**src/rtl/cordic_pipe_prerot.sv**
```systemverilog
// cordic_pipe_prerot: input stage of the CORDIC rotation pipeline.
// Accepts (x, y, z) over valid/ready, applies a +/-90 degree quadrant
// pre-rotation so the residual angle lies in [-90, +90), and presents the
// registered result to pipe stage 0. A 2-entry skid (output regs + one skid
// reg) keeps s_ready registered while the pipeline is stalled by en.
//
// Optional build macro: CORDIC_PREROT_SAT_EN -- when defined, negating the
// most-negative x/y value saturates to the most-positive value instead of
// wrapping to itself.
//
// Ports:
//   clk, rst          clock, asynchronous active-high reset
//   s_valid, s_ready  upstream handshake (s_ready registered)
//   x_i, y_i, z_i     sample in (z_i: 2^32 = 360 degrees)
//   en                pipeline advance shared with downstream stages
//   m_valid           outputs hold a real sample
//   x_o, y_o, z_o     pre-rotated sample to stage 0
//   quad_o            z_i[31:30] of the sample on the outputs
module cordic_pipe_prerot #(
   parameter int unsigned DATA_WIDTH = 16
) (
   input  logic                         clk,
   input  logic                         rst,
   input  logic                         s_valid,
   output logic                         s_ready,
   input  logic signed [DATA_WIDTH-1:0] x_i,
   input  logic signed [DATA_WIDTH-1:0] y_i,
   input  logic        [31:0]           z_i,
   input  logic                         en,
   output logic                         m_valid,
   output logic signed [DATA_WIDTH-1:0] x_o,
   output logic signed [DATA_WIDTH-1:0] y_o,
   output logic        [31:0]           z_o,
   output logic        [1:0]            quad_o
);

   localparam logic [1:0] EMPTY = 2'd0;
   localparam logic [1:0] ONE   = 2'd1;
   localparam logic [1:0] FULL  = 2'd2;

   localparam logic [31:0] QUARTER_TURN = 32'h4000_0000;
   localparam logic signed [DATA_WIDTH-1:0] MIN_VAL = {1'b1, {(DATA_WIDTH-1){1'b0}}};
   localparam logic signed [DATA_WIDTH-1:0] MAX_VAL = ~MIN_VAL;

   logic [1:0] state, next_state;

   // transformed sample
   logic signed [DATA_WIDTH-1:0] tx, ty;
   logic        [31:0]           tz;

   // skid register
   logic signed [DATA_WIDTH-1:0] skid_x, skid_y;
   logic        [31:0]           skid_z;
   logic        [1:0]            skid_q;

   logic accept, consume;
   logic load_out, load_skid, pop_skid;
   logic m_valid_nxt, s_ready_nxt;

   // negation used by the quadrant swap
   function automatic logic signed [DATA_WIDTH-1:0] negate(input logic signed [DATA_WIDTH-1:0] v);
`ifdef CORDIC_PREROT_SAT_EN
      if (v == MIN_VAL) negate = MAX_VAL;
      else              negate = -v;
`else
      negate = -v;
`endif
   endfunction

   assign accept  = s_valid && s_ready;
   assign consume = en && m_valid;

   // quadrant pre-rotation by +/-90 degrees
   always_comb begin
      tx = x_i;
      ty = y_i;
      tz = z_i;
      case (z_i[31:30])
         2'b01: begin
            tx = negate(y_i);
            ty = x_i;
            tz = z_i - QUARTER_TURN;
         end
         2'b10: begin
            tx = y_i;
            ty = negate(x_i);
            tz = z_i + QUARTER_TURN;
         end
         default: begin
            tx = x_i;
            ty = y_i;
            tz = z_i;
         end
      endcase
   end

   // next-state and register-load decode
   always_comb begin
      next_state  = state;
      load_out    = 1'b0;
      load_skid   = 1'b0;
      pop_skid    = 1'b0;
      m_valid_nxt = m_valid;
      case (state)
         EMPTY: begin
            if (accept) begin
               load_out    = 1'b1;
               m_valid_nxt = 1'b1;
               next_state  = ONE;
            end
         end
         ONE: begin
            if (accept && consume) begin
               load_out = 1'b1;
            end else if (accept) begin
               load_skid  = 1'b1;
               next_state = FULL;
            end else if (consume) begin
               m_valid_nxt = 1'b0;
               next_state  = EMPTY;
            end
         end
         FULL: begin
            if (consume) begin
               pop_skid   = 1'b1;
               next_state = ONE;
            end
         end
         default: begin
            m_valid_nxt = 1'b0;
            next_state  = EMPTY;
         end
      endcase
      s_ready_nxt = (next_state != FULL);
   end

   // state register
   always_ff @(posedge clk or posedge rst) begin
      if (rst) state <= EMPTY;
      else     state <= next_state;
   end

   // output and skid registers
   always_ff @(posedge clk or posedge rst) begin
      if (rst) begin
         m_valid <= 1'b0;
         s_ready <= 1'b1;
         x_o     <= '0;
         y_o     <= '0;
         z_o     <= '0;
         quad_o  <= '0;
         skid_x  <= '0;
         skid_y  <= '0;
         skid_z  <= '0;
         skid_q  <= '0;
      end else begin
         m_valid <= m_valid_nxt;
         s_ready <= s_ready_nxt;
         if (load_out) begin
            x_o    <= tx;
            y_o    <= ty;
            z_o    <= tz;
            quad_o <= z_i[31:30];
         end else if (pop_skid) begin
            x_o    <= skid_x;
            y_o    <= skid_y;
            z_o    <= skid_z;
            quad_o <= skid_q;
         end
         if (load_skid) begin
            skid_x <= tx;
            skid_y <= ty;
            skid_z <= tz;
            skid_q <= z_i[31:30];
         end
      end
   end

endmodule

```
**config.mk**
```make
export PLATFORM = sky130hd
export DESIGN_NAME = cordic_pipe_prerot
export DESIGN_NICKNAME = d
export VERILOG_FILES = /design/src/rtl/cordic_pipe_prerot.sv
export SDC_FILE = /design/constraint.sdc
export NUM_CORES = 1
export LEC_CHECK = 0
export CAP_MARGIN = 5
export CELL_PAD_IN_SITES_DETAIL_PLACEMENT = 0
export CELL_PAD_IN_SITES_GLOBAL_PLACEMENT = 2
export CORE_UTILIZATION = 33
export DETAILED_ROUTE_END_ITERATION = 16
export HOLD_SLACK_MARGIN = 0.12
export PLACE_DENSITY_LB_ADDON = 0.1
export SKIP_LAST_GASP = 1
export SLEW_MARGIN = 20
export SYNTH_ARGS = -nofsm -noshare
export SYNTH_HDL_FRONTEND = slang
export SYNTH_SLANG_ARGS = --single-unit
export TNS_END_PERCENT = 30
```
**constraint.sdc**
```tcl
create_clock -name clk -period 8.9 [get_ports clk]
set_clock_uncertainty 0.05 [all_clocks]
set_input_delay 1.335 -clock clk [delete_from_list [all_inputs] [get_ports clk]]
set_output_delay 1.335 -clock clk [all_outputs]
set_load 0.01 [all_outputs]
```
# Word level (Yosys, flattened, before mapping)
# Cells that the tools add are included.
# W data, S select, Z words.
[word_totals]
regBits = 136
latch_bits = 0
ram_bits = 0
romBits = 0
wordCells = 60
mem_count = 0
[op_classes]
n_addsub = 4
mul = 0
div_mod_pow = 0
n_lt_le_gt_ge = 0
eq_ne = 9
n_shift = 0
muxes = 29
n_bitwise = 1
reduce_logical = 6
[ops]
columns = ["op", "n"]
rows = [
  ["$mux W16", 4],
  ["$mux W32", 2],
  ["$pmux W16 S2", 2],
  ["$pmux W32 S2", 1],
  ["$add A32 B31 Y32 const B", 1],
  ["$neg A16 Y16", 2],
  ["$sub A32 B31 Y32 const B", 1],
  ["$mux W2", 7],
  ["$mux W1", 10],
  ["$ne A2 B2 Y1 const B", 5],
  ["$pmux W2 S3", 1],
  ["$reduce_and A5 Y1", 1],
  ["$eq A2 B1 Y1 const B", 2],
  ["$eq A2 B2 Y1 const B", 2],
  ["$logic_and A1 B1 Y1", 3],
  ["$pmux W1 S3", 1],
  ["$logic_not A2 Y1", 1],
  ["$pmux W1 S2", 1],
  ["$reduce_bool A2 Y1", 1],
  ["$not A1 Y1", 1],
]

# Logic depth before layout (Yosys ltp)
[logic_depth]
word_depth = 6
ltp_mapped = 9

# Worst setup path after synthesis
# No wires, ideal clock.
[synth_timing]
path_type = "input-to-reg"
startpoint = "input x_i[9]"
endpoint = "register y_o[15]"
setup_ns = 0.132
arrival_time_ns = 2.848
required_ns = 8.718
setup_slack_ns = 5.870
cell_stages = 6
path_cell_list = "clkbuf_1 -> or4_4 -> or2_1 -> or4_1 -> a31oi_1 -> o21ai_1"
[synth_via]
elab_chain_cells = 3
[synth_lines]
columns = ["item", "line", "source"]
rows = [
  ["start, declared", "26", "input logic signed [DATA_WIDTH-1:0] x_i,"],
  ["$neg A16 Y16", "66", "negate = -v;"],
  ["$pmux W16 S2", "78", "case (z_i[31:30])"],
  ["$mux W16", "159", "if (load_out) begin"],
  ["end signal, assigned", "161", "y_o <= ty;"],
  ["end signal, assigned", "166", "y_o <= skid_y;"],
  ["end, declared", "32", "output logic signed [DATA_WIDTH-1:0] y_o,"],
]
# Every way passes these cells.
# A chain may end at the register's enable or synchronous reset.

# Worst setup path in the final report
[layout_timing]
startpoint = "input z_i[30]"
endpoint = "register x_o[10]"
[layout_via]
elab_chain_cells = 3
[layout_lines]
columns = ["item", "line", "source"]
rows = [
  ["start, declared", "28", "input logic [31:0] z_i,"],
  ["$eq A2 B2 Y1 or $eq A2 B1 Y1 (tied branches)", "78", ""],
  ["$pmux W16 S2 (*)", "78", ""],
  ["$mux W16 (*)", "159", ""],
  ["end signal, assigned", "160", "x_o <= tx;"],
  ["end signal, assigned", "165", "x_o <= skid_x;"],
  ["end, declared", "31", "output logic signed [DATA_WIDTH-1:0] x_o,"],
]
# Every way passes the cells marked *; elsewhere a longest branch is shown, timed or not.

==> metrics <==
drt via density 5.26; Synth Cell Area 0.00676 mm2; Most used DFF post-synth dfrtp_1; via count 6,105; sequential-to-total area share from yosys stat 50.4%; top-area cell type share of the netlist area 50.0%; clock root buffer clkbuf_16; DP Worst Slack 4690 ps; Seq pwr share 36.8%; post-CTS setup buffers 0; final worst-path cycle share 43.2%; Clk pwr share 24.6%; Wirelength per Cell 18.1 um; DR iter-0 viols 306; Layout area overhead 31.9%; Avg Cell Area, Syn 8.70 um2; Synth Instances 777; CTS tree done; register area 0.00340 mm2; Hold Fails Final Rpt 0; H-tree depth 4; CP startpoint kind primary input; Worst R2R Path Depth 6; commonest non-fill, non-tap cell in the layout nand2_1; min-delay worst type flop to flop; TritonCTS Sinks 136; power density cells 331 mW/mm2; Detailed Route WL 21,000 um; EDFF count, synth 0; Min Hold Slack 424 ps; global-route wire length before repair 33,500 um; r2r endpoint x_o[14]; WP data required 9140 ps; fillers 1,883; post-synthesis cell type count 64; r2r startpoint state[1]; Die Area 0.0211 mm2; most frequent cells in the layout nand2_1 (214), clkdlybuf4s50_1 (135), dfrtp_1 (135); layout cell share with drive strength beyond 1 7.60%; IO Pins 136; Mapped Nets 850; row cnt 51; Final nets 955; total CTS buffers 17; fmax 260 MHz; total gr overflow 0; Initial Utilization 34.2%; DRC viols 0; PortBufs 135; area occupied by multi-input gates 0.00312 mm2; cell internal pwr 0.00189 W; largest net degree at the start of global routing 86; #FFs+latches synth 136; setup TNS 0 ps; crit path max fanout 43; mux share of post-synthesis cell area 1.63%; Yosys top cell by area dfrtp_1; Async S/R FF share, synth 100%; maximum vdd drop 0.129 mV; kind of critical path primary input to flop; switching pwr 0.00106 W; min cycle time layout 3840 ps; Sw Share 36.0%; placed wire-length estimate 13,500 um; n_diodes 0; GPL Wtd Cong 0.869; Total Power 0.00295 W; largest family of logic cells by synthesized area simple AND/OR/NAND/NOR gates; Slew headroom 30.8%; final worst slack 5060 ps; gr usage total 20.3%; Slew Limit Fails 0; Hold Buf Count CTS 0; CTS resizes 0; vias in the first global route 5,966; Worst Tran Pin Value 1040 ps; complex-gate fraction of the synthesized area 20.0%; Ys Warns 0; Worst setup startpoint z_i[30]; reg2reg setup slack 6330 ps; Synth Area in XOR/XNOR 1.17%; worst path arrival time 4080 ps; Die Ht 145 um; ANT nets after route 0; Area contributors post-synth dfrtp_1 (50%), nand2_1 (12%), o21ai_0 (4.1%); status finished clean; Synth Area in Simple Gates 22.0%; unrepaired setup endpoints after global routing false; endpoint class of the critical path flop; Die W 145 um; core box area 0.0198 mm2; Setup crit end x_o[10]; Comb power frac 38.6%; latest clock arrival within the worst-skew pair 410 ps; antenna violations before repair 0; max-cap violations 0; final setup vio count 0; clock tree buffer depth 2; P_leak 3.86 nW; DR pass1 iterations 5; CTS clk-pin slew, worst paths 60 ps; Core Util, Final 45.1%; adder-cell share of the synthesized area 0.925%
## cell usage after synthesis, drive strengths merged (5+ instances only)
| cell | n |
|---|---|
| nand2 | 215 |
| dfrtp | 135 |
| o21ai | 61 |
| nor2 | 52 |
| clkbuf | 45 |
| a31oi | 39 |
| a21oi | 30 |
| a22oi | 18 |
| buf | 12 |
| inv | 12 |
| a21o | 11 |
| a22o | 10 |
| nor3 | 9 |
| a211oi | 8 |
| and3 | 8 |
| mux2 | 8 |
| nor4 | 7 |
| xnor2 | 7 |
| and2 | 6 |
| a221o | 5 |
| ha | 5 |
| nand2b | 5 |
| nand3 | 5 |
## power by group through the flow
| stage | Combinational, W | Sequential (W) | Clock [W] |
|---|---|---|---|
| finish | 0.00114 | 0.00109 | 0.000726 |
| floorplan | 0.000563 | 0.00113 | 0 |
| global placement | 0.00113 | 0.00108 | 0 |
| CTS | 0.00115 | 0.00108 | 0.000745 |
| global route | 0.00126 | 0.00112 | 0.000773 |
| detailed placement | 0.00115 | 0.00109 | 0 |
## metal layers
metal  global-route usage, %  part of all wire [%]
met5                       0                     0
met4                    5.53                   1.2
met3                    4.21                   5.5
met2                    31.6                    46
met1                    28.4                    48
## registers in the layout (all words and copies together), names as in the netlist
register  cells
skid_y       16
skid_x       16
z_o          32
s_ready       1
skid_z       32
m_valid       1
skid_q        2
quad_o        2
y_o          16
state         2
x_o          16
## cells by family (layout without fill, tap and decap cells)
logic type               Yosys count  in the layout
buffers and inverters             69            187
XOR/XNOR                           9              9
multiplexers                      10             10
AO/OA/AOI/OAI                    211            211
AND/OR/NAND/NOR                  337            337
adder cells (fa/ha/maj)            5              5
flip-flops                       136            136
## per-stage QoR
| stage | cells | instance area (um2) |
|---|---|---|
| CTS | 1160 | 8920 |
| finish | 1160 | 8920 |
| floorplan | 777 | 6760 |
| global route | 1160 | 8920 |
| global placement | 1128 | 8310 |
| detailed placement | 1128 | 8310 |
## worst min path at each step
stage                          start    endpoint  slack [ps]  cells past startpoint
after global routing      skid_z[26]  skid_z[26]         450                      2
after detailed placement   skid_z[6]   skid_z[6]         410                      2
after global placement     skid_z[5]   skid_z[5]         410                      2
after CTS                  skid_z[6]   skid_z[6]         430                      2
after floorplan            skid_z[0]   skid_z[0]         400                      2
final                      skid_z[6]   skid_z[6]         420                      2
## layout make-up
class | instances | area share (%)
Clock buffer | 18 | 4.92
Inverter | 12 | 0.561
Timing Repair Buffer | 143 | 15.8
Tap cell | 265 | 3.72
Multi-Input combinational cell | 572 | 35.0
Sequential cell | 136 | 38.2
Clock inverter | 14 | 1.84
## worst max-delay path, stage by stage
cell,delay (ps)
clkdlybuf4s50_1,580
inv_1,80
ha_1,350
buf_4,420
inv_1,430
o21ai_0,340
nor2_1,80
a211oi_1,290
o21ai_0,150
Note: power is estimated with default switching activity, not from simulation.
